$ cat src/rtl/cpu_types_pkg.sv
`default_nettype none
// +----------------------------------------------------------------------+
// | Package  : cpu_types_pkg                                             |
// | Purpose  : Basic datapath widths and types shared across the CPU.    |
// | Revision : 1.0 - initial release                                     |
// +----------------------------------------------------------------------+
package cpu_types_pkg;

  localparam int WORD_W = 32;
  localparam int REG_W  = 5;

  typedef logic [WORD_W-1:0] word_t;
  typedef logic [REG_W-1:0]  regbits_t;

endpackage
`default_nettype wire

$ cat src/rtl/data_path_muxs_pkg.sv
`default_nettype none
// +----------------------------------------------------------------------+
// | Package  : data_path_muxs_pkg                                        |
// | Purpose  : Datapath mux selections and the memory-request FSM state  |
// |            encoding used by the EX/MEM stage.                        |
// | Revision : 1.0 - initial release                                     |
// +----------------------------------------------------------------------+
package data_path_muxs_pkg;

  // Writeback destination register select; REGDEST_RD is the reset/bubble value.
  typedef enum logic [1:0] {
    REGDEST_RD = 2'd0,
    REGDEST_RT = 2'd1,
    REGDEST_RA = 2'd2
  } reg_dest_mux_selection;

  // Data-memory request sequencing.
  typedef enum logic [1:0] {
    IDLE = 2'd0,
    WAIT = 2'd1,
    DONE = 2'd2
  } mem_req_state_t;

endpackage
`default_nettype wire

$ cat src/rtl/ex_mem_stage_if.sv
`default_nettype none
// +----------------------------------------------------------------------+
// | Interface : ex_mem_stage_if                                          |
// | Purpose   : Groups every EX/MEM stage signal except clock and reset. |
// | Ports     : EX inputs, hazard-unit controls, dcache handshake,       |
// |             MEM/WB outputs and mem_stall.                            |
// | Revision  : 1.0 - initial release                                    |
// +----------------------------------------------------------------------+
interface ex_mem_stage_if;
  import cpu_types_pkg::*;
  import data_path_muxs_pkg::*;

  // From EX
  word_t                 result_EX;
  word_t                 store_data_EX;
  logic                  dREN_EX;
  logic                  dWEN_EX;
  logic                  WEN_EX;
  logic                  halt_EX;
  reg_dest_mux_selection reg_dest_EX;
  regbits_t              Rt_EX;
  regbits_t              Rd_EX;
  // Hazard unit
  logic                  enable_EX_MEM;
  logic                  flush_EX_MEM;
  logic                  mem_stall;
  // Dcache
  logic                  dhit;
  word_t                 dmemload_in;
  logic                  dmemREN;
  logic                  dmemWEN;
  word_t                 dmemaddr;
  word_t                 dmemstore;
  // To MEM/WB
  word_t                 result_EX_MEM;
  word_t                 dmemload;
  logic                  WEN_EX_MEM;
  logic                  halt_EX_MEM;
  reg_dest_mux_selection reg_dest_EX_MEM;
  regbits_t              Rt_EX_MEM;
  regbits_t              Rd_EX_MEM;

  modport ex_mem_stage (
    input  result_EX, store_data_EX, dREN_EX, dWEN_EX, WEN_EX, halt_EX,
           reg_dest_EX, Rt_EX, Rd_EX, enable_EX_MEM, flush_EX_MEM,
           dhit, dmemload_in,
    output dmemREN, dmemWEN, dmemaddr, dmemstore,
           result_EX_MEM, dmemload, WEN_EX_MEM, halt_EX_MEM,
           reg_dest_EX_MEM, Rt_EX_MEM, Rd_EX_MEM, mem_stall
  );

endinterface
`default_nettype wire

$ cat src/rtl/mem_req_fsm.sv
`default_nettype none
// +----------------------------------------------------------------------+
// | Module   : mem_req_fsm                                               |
// | Purpose  : Sequences one dcache request per memory instruction held  |
// |            in the EX/MEM register and captures the load data.        |
// | Ports    : CLK, nRST         - clock, async active-low reset         |
// |            i_load            - EX/MEM register advances this edge    |
// |            i_flush           - bubble insert                         |
// |            i_halt            - CPU halted (or halting this edge)     |
// |            i_mem_op_in       - incoming instruction is a memory op   |
// |            i_dren_q/i_dwen_q - latched read/write enables            |
// |            i_dhit, i_dmemload_in - dcache response                   |
// |            o_dmemREN/o_dmemWEN, o_mem_stall, o_dmemload              |
// | Revision : 1.0 - initial release                                     |
// +----------------------------------------------------------------------+
module mem_req_fsm
  import cpu_types_pkg::*;
  import data_path_muxs_pkg::*;
(
  input  logic  CLK,
  input  logic  nRST,
  input  logic  i_load,
  input  logic  i_flush,
  input  logic  i_halt,
  input  logic  i_mem_op_in,
  input  logic  i_dren_q,
  input  logic  i_dwen_q,
  input  logic  i_dhit,
  input  word_t i_dmemload_in,
  output logic  o_dmemREN,
  output logic  o_dmemWEN,
  output logic  o_mem_stall,
  output word_t o_dmemload
);

  mem_req_state_t r_state;
  word_t          r_dmemload;

  always_ff @(posedge CLK or negedge nRST) begin
    if (!nRST) begin
      r_state    <= IDLE;
      r_dmemload <= '0;
    end else begin
      if (r_state == WAIT && i_dhit)
        r_dmemload <= i_dmemload_in;

      if (i_flush || i_halt) begin
        r_state <= IDLE;
      end else begin
        case (r_state)
          IDLE, DONE: begin
            if (i_load)
              r_state <= i_mem_op_in ? WAIT : IDLE;
          end
          WAIT: begin
            // On the hit edge the pipeline is unstalled and may advance at the
            // same time; the new instruction then must be tracked instead of
            // parking in DONE, otherwise its request would be lost.
            if (i_dhit) begin
              if (i_load)
                r_state <= i_mem_op_in ? WAIT : IDLE;
              else
                r_state <= DONE;
            end
          end
          default: r_state <= IDLE;
        endcase
      end
    end
  end

  // Decoded from registered state and latched enables only, so an async reset
  // drops the request immediately. A write wins if both enables were latched.
  assign o_dmemWEN   = (r_state == WAIT) && i_dwen_q;
  assign o_dmemREN   = (r_state == WAIT) && i_dren_q && !i_dwen_q;
  // Must react to dhit within the cycle, hence combinational.
  assign o_mem_stall = (r_state == WAIT) && !i_dhit;
  assign o_dmemload  = r_dmemload;

endmodule
`default_nettype wire

$ cat src/rtl/ex_mem_stage.sv
`default_nettype none
// +----------------------------------------------------------------------+
// | Module   : ex_mem_stage                                              |
// | Purpose  : EX/MEM pipeline register plus the dcache request path.    |
// | Ports    : CLK   - positive-edge clock                               |
// |            nRST  - asynchronous active-low reset                     |
// |            exmif - ex_mem_stage_if.ex_mem_stage (EX inputs, hazard   |
// |                    controls, dcache handshake, MEM/WB outputs,       |
// |                    mem_stall)                                        |
// | Revision : 1.0 - initial release                                     |
// +----------------------------------------------------------------------+
module ex_mem_stage
  import cpu_types_pkg::*;
  import data_path_muxs_pkg::*;
(
  input  logic                 CLK,
  input  logic                 nRST,
  ex_mem_stage_if.ex_mem_stage exmif
);

  word_t                 r_result;
  word_t                 r_store_data;
  logic                  r_dren;
  logic                  r_dwen;
  logic                  r_wen;
  logic                  r_halt;
  reg_dest_mux_selection r_reg_dest;
  regbits_t              r_rt;
  regbits_t              r_rd;

  logic                  w_load;
  logic                  w_mem_stall;
  logic                  w_halt;

  assign w_load = exmif.enable_EX_MEM && !w_mem_stall && !exmif.flush_EX_MEM;
  // Halting takes effect on the very edge a halt instruction is latched.
  assign w_halt = r_halt || (w_load && exmif.halt_EX);

  always_ff @(posedge CLK or negedge nRST) begin
    if (!nRST) begin
      r_result     <= '0;
      r_store_data <= '0;
      r_dren       <= 1'b0;
      r_dwen       <= 1'b0;
      r_wen        <= 1'b0;
      r_halt       <= 1'b0;
      r_reg_dest   <= REGDEST_RD;
      r_rt         <= '0;
      r_rd         <= '0;
    end else if (exmif.flush_EX_MEM) begin
      // Bubble; halt is left alone because once set it is only cleared by reset.
      r_result     <= '0;
      r_store_data <= '0;
      r_dren       <= 1'b0;
      r_dwen       <= 1'b0;
      r_wen        <= 1'b0;
      r_reg_dest   <= REGDEST_RD;
      r_rt         <= '0;
      r_rd         <= '0;
    end else if (w_load) begin
      r_result     <= exmif.result_EX;
      r_store_data <= exmif.store_data_EX;
      r_dren       <= exmif.dREN_EX;
      r_dwen       <= exmif.dWEN_EX;
      r_wen        <= exmif.WEN_EX;
      r_halt       <= r_halt || exmif.halt_EX;
      r_reg_dest   <= exmif.reg_dest_EX;
      r_rt         <= exmif.Rt_EX;
      r_rd         <= exmif.Rd_EX;
    end
  end

  mem_req_fsm u_fsm (
    .CLK           (CLK),
    .nRST          (nRST),
    .i_load        (w_load),
    .i_flush       (exmif.flush_EX_MEM),
    .i_halt        (w_halt),
    .i_mem_op_in   (exmif.dREN_EX || exmif.dWEN_EX),
    .i_dren_q      (r_dren),
    .i_dwen_q      (r_dwen),
    .i_dhit        (exmif.dhit),
    .i_dmemload_in (exmif.dmemload_in),
    .o_dmemREN     (exmif.dmemREN),
    .o_dmemWEN     (exmif.dmemWEN),
    .o_mem_stall   (w_mem_stall),
    .o_dmemload    (exmif.dmemload)
  );

  assign exmif.mem_stall       = w_mem_stall;
  assign exmif.dmemaddr        = r_result;
  assign exmif.dmemstore       = r_store_data;
  assign exmif.result_EX_MEM   = r_result;
  assign exmif.WEN_EX_MEM      = r_wen;
  assign exmif.halt_EX_MEM     = r_halt;
  assign exmif.reg_dest_EX_MEM = r_reg_dest;
  assign exmif.Rt_EX_MEM       = r_rt;
  assign exmif.Rd_EX_MEM       = r_rd;

endmodule
`default_nettype wire
$ cat src/flat_wrapper.sv
// flat-port wrapper written by rule: the top's interface ports become plain ports
module ex_mem_stage_flat import cpu_types_pkg::*; import data_path_muxs_pkg::*;
  (CLK, nRST, exmif_result_EX, exmif_store_data_EX, exmif_dREN_EX, exmif_dWEN_EX, exmif_WEN_EX, exmif_halt_EX, exmif_reg_dest_EX, exmif_Rt_EX, exmif_Rd_EX, exmif_enable_EX_MEM, exmif_flush_EX_MEM, exmif_dhit, exmif_dmemload_in, exmif_dmemREN, exmif_dmemWEN, exmif_dmemaddr, exmif_dmemstore, exmif_result_EX_MEM, exmif_dmemload, exmif_WEN_EX_MEM, exmif_halt_EX_MEM, exmif_reg_dest_EX_MEM, exmif_Rt_EX_MEM, exmif_Rd_EX_MEM, exmif_mem_stall);
  ex_mem_stage_if exmif_i ();
  input  logic CLK;
  input  logic nRST;
  input wire logic [$bits(exmif_i.result_EX)-1:0] exmif_result_EX;
  input wire logic [$bits(exmif_i.store_data_EX)-1:0] exmif_store_data_EX;
  input wire logic [$bits(exmif_i.dREN_EX)-1:0] exmif_dREN_EX;
  input wire logic [$bits(exmif_i.dWEN_EX)-1:0] exmif_dWEN_EX;
  input wire logic [$bits(exmif_i.WEN_EX)-1:0] exmif_WEN_EX;
  input wire logic [$bits(exmif_i.halt_EX)-1:0] exmif_halt_EX;
  input wire logic [$bits(exmif_i.reg_dest_EX)-1:0] exmif_reg_dest_EX;
  input wire logic [$bits(exmif_i.Rt_EX)-1:0] exmif_Rt_EX;
  input wire logic [$bits(exmif_i.Rd_EX)-1:0] exmif_Rd_EX;
  input wire logic [$bits(exmif_i.enable_EX_MEM)-1:0] exmif_enable_EX_MEM;
  input wire logic [$bits(exmif_i.flush_EX_MEM)-1:0] exmif_flush_EX_MEM;
  input wire logic [$bits(exmif_i.dhit)-1:0] exmif_dhit;
  input wire logic [$bits(exmif_i.dmemload_in)-1:0] exmif_dmemload_in;
  output wire logic [$bits(exmif_i.dmemREN)-1:0] exmif_dmemREN;
  output wire logic [$bits(exmif_i.dmemWEN)-1:0] exmif_dmemWEN;
  output wire logic [$bits(exmif_i.dmemaddr)-1:0] exmif_dmemaddr;
  output wire logic [$bits(exmif_i.dmemstore)-1:0] exmif_dmemstore;
  output wire logic [$bits(exmif_i.result_EX_MEM)-1:0] exmif_result_EX_MEM;
  output wire logic [$bits(exmif_i.dmemload)-1:0] exmif_dmemload;
  output wire logic [$bits(exmif_i.WEN_EX_MEM)-1:0] exmif_WEN_EX_MEM;
  output wire logic [$bits(exmif_i.halt_EX_MEM)-1:0] exmif_halt_EX_MEM;
  output wire logic [$bits(exmif_i.reg_dest_EX_MEM)-1:0] exmif_reg_dest_EX_MEM;
  output wire logic [$bits(exmif_i.Rt_EX_MEM)-1:0] exmif_Rt_EX_MEM;
  output wire logic [$bits(exmif_i.Rd_EX_MEM)-1:0] exmif_Rd_EX_MEM;
  output wire logic [$bits(exmif_i.mem_stall)-1:0] exmif_mem_stall;
  assign exmif_i.result_EX = exmif_result_EX;
  assign exmif_i.store_data_EX = exmif_store_data_EX;
  assign exmif_i.dREN_EX = exmif_dREN_EX;
  assign exmif_i.dWEN_EX = exmif_dWEN_EX;
  assign exmif_i.WEN_EX = exmif_WEN_EX;
  assign exmif_i.halt_EX = exmif_halt_EX;
  assign exmif_i.reg_dest_EX = exmif_reg_dest_EX;
  assign exmif_i.Rt_EX = exmif_Rt_EX;
  assign exmif_i.Rd_EX = exmif_Rd_EX;
  assign exmif_i.enable_EX_MEM = exmif_enable_EX_MEM;
  assign exmif_i.flush_EX_MEM = exmif_flush_EX_MEM;
  assign exmif_i.dhit = exmif_dhit;
  assign exmif_i.dmemload_in = exmif_dmemload_in;
  assign exmif_dmemREN = exmif_i.dmemREN;
  assign exmif_dmemWEN = exmif_i.dmemWEN;
  assign exmif_dmemaddr = exmif_i.dmemaddr;
  assign exmif_dmemstore = exmif_i.dmemstore;
  assign exmif_result_EX_MEM = exmif_i.result_EX_MEM;
  assign exmif_dmemload = exmif_i.dmemload;
  assign exmif_WEN_EX_MEM = exmif_i.WEN_EX_MEM;
  assign exmif_halt_EX_MEM = exmif_i.halt_EX_MEM;
  assign exmif_reg_dest_EX_MEM = exmif_i.reg_dest_EX_MEM;
  assign exmif_Rt_EX_MEM = exmif_i.Rt_EX_MEM;
  assign exmif_Rd_EX_MEM = exmif_i.Rd_EX_MEM;
  assign exmif_mem_stall = exmif_i.mem_stall;
  ex_mem_stage u_core (.CLK(CLK), .nRST(nRST), .exmif(exmif_i));
endmodule
$ cat config.mk
export PLATFORM = sky130hd
export DESIGN_NAME = ex_mem_stage_flat
export DESIGN_NICKNAME = d
export VERILOG_FILES = /design/src/rtl/cpu_types_pkg.sv /design/src/rtl/data_path_muxs_pkg.sv /design/src/rtl/ex_mem_stage_if.sv /design/src/rtl/mem_req_fsm.sv /design/src/rtl/ex_mem_stage.sv /design/src/flat_wrapper.sv
export SDC_FILE = /design/constraint.sdc
export NUM_CORES = 1
export LEC_CHECK = 0
export CAP_MARGIN = 20
export CORE_UTILIZATION = 34
export CTS_CLUSTER_DIAMETER = 80
export DETAILED_ROUTE_END_ITERATION = 10
export PLACE_DENSITY = 0.86
export SLEW_MARGIN = 20
export SYNTH_ARGS = -nofsm -noshare
export SYNTH_HDL_FRONTEND = slang
export SYNTH_SLANG_ARGS = --single-unit
$ cat constraint.sdc
create_clock -name CLK -period 1.5 [get_ports CLK]
set_input_delay 0.3 -clock CLK [delete_from_list [all_inputs] [get_ports CLK]]
set_output_delay 0.3 -clock CLK [all_outputs]
set_load 0.02 [all_outputs]
==> metrics.txt, run 1 <==
status finished with violations; failing checks setup timing; Longest Clk Path Bufs 2; synthesized area 4360 µm²; gr usage total 22.8%; synth unique cells 22; Syn-to-layout area delta 81.3%; CTS tree built; row cnt 41; first-pass GRT wire length 21.8 mm; via count 3639; RSZ-0062 raised after global routing true; initial core utilization 34.7%; peak supply drop 0.000743 V; Placer Congestion 0.721; Setup Skew 0.0107 ns; Ports 262; setup violators final 82; Synthesized Nets 410; crit start category flop; Synth area leaders dfrtp_1 (65%), a22o_1 (16%), mux2_2 (8.3%); crit path time final 1.73 ns; largest net degree at the start of global routing 37; pre-CTS setup slack -0.626 ns; antenna violations before repair 2; Clk pwr share 40.7%; antenna viol nets, final 0; NetSw 2570 µW; grt ovf 0; final worst-path cycle share 115%; Pre-antenna DRT Iters 4; Max-Cap Viols 0; CTS root buffer clkbuf_16; nets 675; die span in x 115 µm; CTS Buf Count 17; Achievable Freq 580 MHz; crit path DAT 2.02 ns; internal power 7080 µW; Die Ht 115 µm; Switching Share 26.6%; power density cells 1220 nW/µm²; Slew @ Worst Pin 0.406 ns; leading area contributor after synthesis dfrtp_1; Worst-Skew Late Latency 0.42 ns; worst hold path type in -> async; Gate power share 21.7%; Seq/Total Area, Yosys 65.4%; Max-slew headroom 72.9%; Critical Path Sink Type flop; Routed WL per cell 19.6 µm; crit path kind reg -> reg; vias in the first global route 3962; Remaining DRCs 0; # H-tree levels 4; Leak Pwr 0.00407 µW; worst hold margin 0.355 ns; Reg clk slew, reported paths 0.05 ns; Final Hold Vio Count 0; area of the die 13300 µm²; Setup WS post-layout -0.226 ns; WP data required 1.80 ns; Syn Area/Cell 14.9 µm²; Max Slew Vio Count 0; number of vias per cell 4.89; clk sink count 114; highest net fanout along the worst path 7; total detailed-routing wirelength 14.5 mm; floorplan core area 12600 µm²; end-of-flow core utilization 62.9%; Port Buffers 261; layout cell share with drive strength beyond 1 18.1%; synthesized instance count 293; Synth warnings 0; register share of total power 37.6%; hpwl dp 9.29 mm; Synth Register Bits 114; DRT iter0 DRCs 167; post-synth top area share 65.4%
routing by layer:
layer | share of wire [%] | GRT usage, %
met5 | 0 | 0
met3 | 9.4 | 9.86
met1 | 38 | 24.4
met2 | 51 | 39.3
met4 | 1.7 | 9.96
final timing paths:
check,from,to,slack (ns),cells after the start
max,u_core.u_fsm.r_state[1],u_core.exmif.dmemstore[11],-0.23,6
min,nRST,u_core.u_fsm.o_dmemload[17],0.36,2
max reg2reg,u_core.u_fsm.r_state[1],u_core.exmif.dmemstore[11],-0.23,6
min reg2reg,u_core.u_fsm.o_dmemload[9],u_core.u_fsm.o_dmemload[9],0.50,1
max in group asynchronous,nRST,u_core.exmif.dmemaddr[9],0.60,3
min in group CLK,exmif_store_data_EX[29],u_core.exmif.dmemstore[29],0.48,2
worst max-delay path, cell delays in order (launching register included):
cell and delay (ns):
dfrtp_1 0.39, or3b_4 0.41, buf_6 0.14, and3_4 0.22, buf_12 0.14, buf_16 0.13, a22o_1 0.17
power by group through the flow:
stage          sequential [µW]  combinational [µW]  clock (µW)
2_1_floorplan             4090                 545           0
3_3_place_gp              3660                2160           0
3_5_place_dp              3690                2200           0
4_1_cts                   3630                2150        4000
5_1_grt                   3660                2220        4130
6_report                  3630                2090        3930
cell usage after synthesis:
cell	number
or3b_1	1
nor2b_1	1
nand3b_1	1
and3b_1	1
dfrtp_1	114
inv_1	2
a21oi_1	1
a211oi_1	1
a41o_1	1
buf_6	1
clkbuf_1	4
nor4bb_1	1
o21bai_1	1
a22o_1	79
a2111oi_0	1
nand2b_1	1
buf_4	33
buf_2	14
and3_1	1
a21oi_2	1
o21ai_0	1
mux2_2	32
sequential cells by signal, indices dropped and copies added (netlist names):
signal	count
u_core.exmif.dmemaddr	32
u_core.exmif.dmemstore	32
u_core.u_fsm.o_dmemload	32
u_core.exmif.Rd_EX_MEM	5
u_core.exmif.Rt_EX_MEM	5
u_core.exmif.reg_dest_EX_MEM	2
u_core.u_fsm.r_state	2
u_core.exmif.WEN_EX_MEM	1
u_core.exmif.halt_EX_MEM	1
u_core.r_dren	1
u_core.r_dwen	1
through the flow:
stage          cell area, µm²  cells  TNS (ns)  total power [µW]
2_1_floorplan            4430    293     -2.54              4640
3_3_place_gp             7050    691    -51.52              5820
3_5_place_dp             7050    691    -54.69              5880
4_1_cts                  7990    746    -13.82              9780
5_1_grt                  7910    742    -16.05             10000
6_report                 7910    744    -13.57              9650
cell usage in the layout, fill, tap and decap left out, types with 6 or more instances in the layout:
master,synthesis,layout
dfrtp_1,114,114
buf_12,0,11
dlygate4sd2_1,0,141
buf_16,0,8
a22o_1,79,79
clkdlybuf4s50_1,0,115
mux2_2,32,32
buf_4,33,11
buf_6,1,6
clkbuf_16,0,18
layout make-up:
| class | count | area [µm²] |
|---|---|---|
| Sequential cell | 114 | 2850 |
| Timing Repair Buffer | 297 | 3050 |
| Multi-Input combinational cell | 126 | 1200 |
| Inverter | 2 | 7.51 |
| Tap cell | 172 | 215 |
| Clock inverter | 5 | 75.1 |
| Clock buffer | 26 | 499 |
| Fill cell | 988 | 4660 |
| Antenna cell | 2 | 5.00 |
logic make-up (layout without fill, tap and decap cells):
kind of cell | count (synthesis) | in the layout | share of synthesized area, %
DFF | 114 | 114 | 65.4
AOI/OAI and AO/OA | 86 | 86 | 17.1
buffers and inverters | 54 | 330 | 8.06
muxes | 32 | 32 | 8.26
and+or+nand+nor | 7 | 8 | 1.23
other | 0 | 2 | 0
repair_timing:
action                                 CTS  global route
setup buffers                           10             3
gates resized for setup                183            12
endpoints found under the hold margin   21             0
setup endpoints to repair              225            84
cloned                                  13             1
pin swaps                               12            26
hold buffers                             1             0
(Power assumes the default switching activity.)
==> run 2, diff against run 1 <==
MAX_ROUTING_LAYER = met4   (was not set)
==> run 2 against run 1 <==
  * The run still ends with setup timing left
  * Sequential power is essentially flat
  * Non-clock buffer count unchanged
  * Final cell count unchanged
  * Core utilization is essentially flat
  * Maximum frequency up 0.36%
  * Sequential share of layout area about the same
  * Critical endpoint unchanged
  * Largest power group unchanged
  * Highest routed layer unchanged
==> metrics.txt, run 2 (synthesized netlist as in run 1, its figures left out) <==
Critical Path, Cell by Cell or3b_4, buf_6, and3_4, buf_12, buf_16, a22o_1; Worst-Skew Late Latency 0.41 ns (about the same); gr usage total 23.5% (+0.67 points); number of vias per cell 4.90 (+0.22%); Max Slew Vio Count 0 (unchanged); Final Hold Vio Count 0 (unchanged); largest net degree at the start of global routing 37 (unchanged); final worst-path cycle share 115% (-0.42 points); Routed WL per cell 19.6 µm (+0.34%); Max-slew headroom 73.1% (+0.13 points); WP data required 1.80 ns (about the same); Ports 262 (unchanged); highest net fanout along the worst path 7 (unchanged); grt ovf 0 (unchanged); layout cell share with drive strength beyond 1 18.1% (unchanged); setup violators final 82 (unchanged); via count 3647 (+0.22%); Die Ht 115 µm (unchanged); Remaining DRCs 0 (unchanged); die span in x 115 µm (unchanged); # H-tree levels 4 (unchanged); Placer Congestion 0.730 (+1.2%); crit path time final 1.72 ns (-0.00624 ns); setup_tns -13.48 ns (+0.0878 ns); first-pass GRT wire length 21.8 mm (about the same); CTS root buffer clkbuf_16; CP max stage delay 0.41 ns (about the same); Max-Cap Viols 0 (unchanged); antenna violations before repair 2 (unchanged); Syn-to-layout area delta 81.2% (about the same); slowest CP cell or3b_4; commonest non-fill, non-tap cells in the layout dlygate4sd2_1 (142), clkdlybuf4s50_1 (115), dfrtp_1 (114), a22o_1 (79), mux2_2 (32); Slew @ Worst Pin 0.404 ns (-0.00188 ns); failing checks setup timing; initial core utilization 34.7% (unchanged); Port Buffers 261 (unchanged); end-of-flow core utilization 62.9% (about the same); CTS tree built; total detailed-routing wirelength 14.6 mm (+0.34%); Leak Pwr 0.00407 µW (about the same); DRT iter0 DRCs 170 (+1.8%); commonest non-fill, non-tap cell in the layout dlygate4sd2_1; antenna viol nets, final 0 (unchanged); Longest Clk Path Bufs 2 (unchanged); Reg clk slew, reported paths 0.05 ns (about the same); floorplan core area 12600 µm² (unchanged); Setup WS post-layout -0.219 ns (+0.00624 ns); status finished with violations; RR Startpoint u_core.u_fsm.r_state[1]; crit path kind reg -> reg; Critical Path Sink Type flop; RSZ-0062 raised after global routing true; peak supply drop 0.000745 V (+0.16%); hpwl dp 9.29 mm (unchanged); worst hold path type in -> async; clk sink count 114 (unchanged); row cnt 41 (unchanged); nets 675 (unchanged); CTS Buf Count 17 (unchanged); crit path DAT 2.02 ns (about the same); Critical Path Source u_core.u_fsm.r_state[1]; area of the die 13300 µm² (unchanged); Achievable Freq 582 MHz (+0.36%); Setup Skew 0.00486 ns (-0.00587 ns); power density cells 1220 nW/µm² (+0.11%); vias in the first global route 3985 (+0.58%); crit start category flop; Pre-antenna DRT Iters 4 (unchanged)
==> run 2: changes by cell type in the layout (fill, tap and decap cells not counted), sizes merged <==
cell           delta
clkdlybuf4s15     -1
dlygate4sd2       +1
==> run 2: area by class of cell <==
cell class / count / area [µm²]
fillers: 992 / 4660
repair buffers: 297 / 3050
flip-flops and latches: 114 / 2850
multi-input cells: 126 / 1200
clock buffers: 26 / 499
well taps: 172 / 215
clock inverters: 5 / 75.1
inverters: 2 / 7.51
diodes: 2 / 5.00
==> run 2: power by group <==
group	internal, µW	leakage [µW]	switching [µW]
Combinational	1050	0.00229	1050
Sequential	3430	0.00150	193
Clock	2600	0.000284	1340
==> run 2: through the flow <==
stage | hold WS (ns) | area, µm² | total power, µW | std cells | setup WS (ns)
floorplan | 0.00441 | 4430 | 4640 | 293 | -0.0322
global placement | 0.245 | 7050 | 5820 | 691 | -0.626
detailed placement | 0.249 | 7050 | 5880 | 691 | -0.626
CTS | 0.347 | 7990 | 9780 | 746 | -0.237
global route | 0.387 | 7910 | 10000 | 744 | -0.256
finish | 0.359 | 7910 | 9660 | 744 | -0.219
==> run 2: critical path: cells and delay by family, from the launching register on <==
family,cells,cell delay [ns]
simple gates,2,0.63
buf+inv,3,0.41
flops,1,0.39
compound gates,1,0.17
==> run 2: per-layer routing <==
layer	global-route usage, %	vias to the layer above	wire length (µm)
met5	-	-	0
met4	11.0	0	313
met3	7.96	27	1380
met2	39.4	203	7360
met1	24.9	1816	5550
li1	-	1601	-
==> run 2: worst paths after layout <==
check,to,cells past startpoint,slack (ns)
max,u_core.exmif.dmemstore[11],6,-0.22
min,u_core.u_fsm.o_dmemload[17],2,0.36
max reg2reg,u_core.exmif.dmemstore[11],6,-0.22
min reg2reg,u_core.u_fsm.o_dmemload[9],1,0.50
max in group asynchronous,u_core.exmif.dmemaddr[9],3,0.60
min in group CLK,u_core.exmif.dmemstore[29],2,0.49
==> run 2: what timing repair did <==
item	4_1_cts	5_1_grt
hold endpoints to repair	21	0
pin swaps	12	22
gates resized for setup	183	10
gates cloned	13	1
endpoints found under the setup margin	225	83
hold buffers	1	0
buffers inserted	10	3
==> run 3, diff against run 2 <==
CELL_PAD_IN_SITES_DETAIL_PLACEMENT = 0   (was not set)
CELL_PAD_IN_SITES_GLOBAL_PLACEMENT = 1   (was not set)
CORE_UTILIZATION = 26   (was 34)
PLACE_DENSITY = 0.87   (was 0.86)
==> run 3 against run 2 <==
  * The run still ends with setup timing left
  * Final cell count increased by 6.3%
  * Sequential power hardly changed
  * Sequential share of layout area fell by 0.82 points
  * Clock power up 8.6%
  * Sequential cell count unchanged
==> metrics.txt, run 3 (synthesized netlist as in run 1, its figures left out) <==
nets 679 (+0.59%); Critical Path Source u_core.u_fsm.r_state[1]; commonest non-fill, non-tap cells in the layout dlygate4sd2_1 (136), clkdlybuf4s50_1 (115), dfrtp_1 (114), a22o_1 (79), mux2_2 (30); Critical Path, Cell by Cell or3b_4, buf_6, a21oi_4, buf_12, clkbuf_16, a22o_1; CTS Buf Count 17 (unchanged); Die Ht 132 µm (+14%); # H-tree levels 4 (unchanged); Critical Path Sink Type flop; Final Hold Vio Count 0 (unchanged); area of the die 17300 µm² (+30%); DP Cell Count 733 (+6.1%); floorplan core area 16100 µm² (+28%); grt ovf 0 (unchanged); slowest CP cell or3b_4; Port Buffers 261 (unchanged); status finished with violations; Leak Pwr 0.00412 µW (+1.2%); RSZ-0062 raised after global routing true; largest net degree at the start of global routing 115 (+210%); Remaining DRCs 0 (unchanged); vias in the first global route 3968 (-0.43%); hold wc startpoint exmif_Rd_EX[0]; Max-slew headroom 59.2% (-14 points); layout cell share with drive strength beyond 1 20.3% (+2.3 points); Setup Skew 0.00702 ns (+0.00216 ns); peak supply drop 0.000834 V (+12%); multi-input logic area 1210 µm² (+0.21%); hpwl dp 8.81 mm (-5.1%); Worst-Skew Late Latency 0.40 ns (about the same); via count 3662 (+0.41%); gr usage total 16.5% (-7.0 points); initial core utilization 27.1% (-7.6 points); DRT iter0 DRCs 161 (-5.3%); first-pass GRT wire length 21.4 mm (-2.1%); worst hold path type in -> reg; power density cells 1240 nW/µm² (+1.1%); Setup WS post-layout -0.244 ns (-0.0245 ns); crit start category flop; commonest non-fill, non-tap cell in the layout dlygate4sd2_1; WP data required 1.84 ns (+0.04 ns); CP max stage delay 0.42 ns (about the same); Syn-to-layout area delta 85.4%; register area 2850 µm² (unchanged); Reg clk slew, reported paths 0.06 ns (about the same); number of vias per cell 4.63 (-5.6%); highest net fanout along the worst path 9 (+2); CP top delay family buffers and inverters; Pre-antenna DRT Iters 4 (unchanged); FILL cells 1437 (+45%); antenna violations before repair 0 (-2); final worst-path cycle share 116% (+1.6 points); worst path bufs/invs 3 (unchanged); Placer Congestion 0.819 (+12%); clk sink count 114 (unchanged); RR Startpoint u_core.u_fsm.r_state[1]; Achievable Freq 573 MHz (-1.4%); crit path DAT 2.08 ns (+0.06 ns); die span in x 132 µm (+14%); Ports 262 (unchanged); total detailed-routing wirelength 14.8 mm (+1.2%); crit path time final 1.74 ns (+0.0245 ns); Max Slew Vio Count 0 (unchanged); pre-CTS setup slack -0.615 ns (+0.0103 ns); setup violators final 111 (+35%); antenna viol nets, final 0 (unchanged); post-route insts no fill 791 (+6.3%); row cnt 46 (+12%); Max-Cap Viols 0 (unchanged); Slew @ Worst Pin 0.612 ns (+0.208 ns); Diodes inserted 0 (-2); crit path kind reg -> reg; Longest Clk Path Bufs 2 (unchanged); CTS root buffer clkbuf_16; failing checks setup timing; Routed WL per cell 18.7 µm (-4.8%); CTS tree built
[run 3: changes by cell type in the layout (fill, tap and decap cells not counted), moves of 4 or more]
cell | before | now
clkbuf_16 | 18 | 25
buf_12 | 11 | 6
dlygate4sd2_1 | 142 | 136
buf_6 | 7 | 13
clkbuf_1 | 5 | 1
[run 3: metal layers]
| layer | wire (µm) | part of all wire (%) | GRT usage, % |
|---|---|---|---|
| met3 | 1030 | 6.9 | 5.71 |
| met4 | 266 | 1.8 | 6.07 |
| met1 | 6150 | 42 | 18.6 |
| met2 | 7340 | 50 | 27.0 |
| met5 | 0 | 0 | - |
[run 3: path summary, 6_finish.rpt]
kind	endpoint	slack (ns)	cells past startpoint
setup / recovery	u_core.exmif.dmemstore[26]	-0.24	6
hold / removal	u_core.exmif.Rd_EX_MEM[0]	0.49	2
setup reg to reg	u_core.exmif.dmemstore[26]	-0.24	6
hold reg to reg	u_core.exmif.dmemstore[18]	0.50	1
max in group asynchronous	u_core.exmif.dmemstore[24]	0.48	3
min in group asynchronous	u_core.u_fsm.o_dmemload[26]	0.54	3
[run 3: worst register-to-register path, delay by kind of cell, from the launching register on]
kind | cells | cell delay (ns)
and+or+nand+nor | 1 | 0.42
DFF | 1 | 0.40
buffers and inverters | 3 | 0.54
AOI/OAI and AO/OA | 2 | 0.34
[run 3: stage by stage]
| stage | power (µW) | utilization, % | setup TNS, ns | hold slack (ns) | instance area, µm² |
|---|---|---|---|---|---|
| 6_report | 9990 | 50.2 | -18.74 | 0.495 | 8090 |
| 5_1_grt | 10400 | 50.2 | -23.67 | 0.487 | 8090 |
| 4_1_cts | 10000 | 48.3 | -19.35 | 0.473 | 7780 |
| 3_5_place_dp | 5880 | 44.0 | -49.73 | 0.435 | 7090 |
| 3_3_place_gp | 5840 | 44.0 | -46.88 | 0.426 | 7090 |
| 2_1_floorplan | 4640 | - | -2.54 | 0.00441 | 4430 |
[run 3: what timing repair did]
action,in CTS,in global routing
gates cloned,5,13
setup buffers,6,4
pin swaps,4,26
endpoints found under the setup margin,225,121
hold endpoints to repair,15,0
hold buffers,1,0
gates resized for setup,173,29
[run 3: where the power goes]
part	total [µW]	switching [µW]	internal, µW	leakage, µW
clock	4280	1460	2820	0.000299
sequential	3620	197	3430	0.00150
combinational	2090	1040	1050	0.00232
total	9990	2700	7300	0.00412
[run 3: area by class of cell]
type | count | area share [%]
sequential | 114 | 35.3
clock inverter | 13 | 2.27
clock buffer | 19 | 5.48
inverter | 2 | 0.0928
timing repair buffer | 302 | 38.6
multi-input combinational | 125 | 14.9
tap | 216 | 3.34
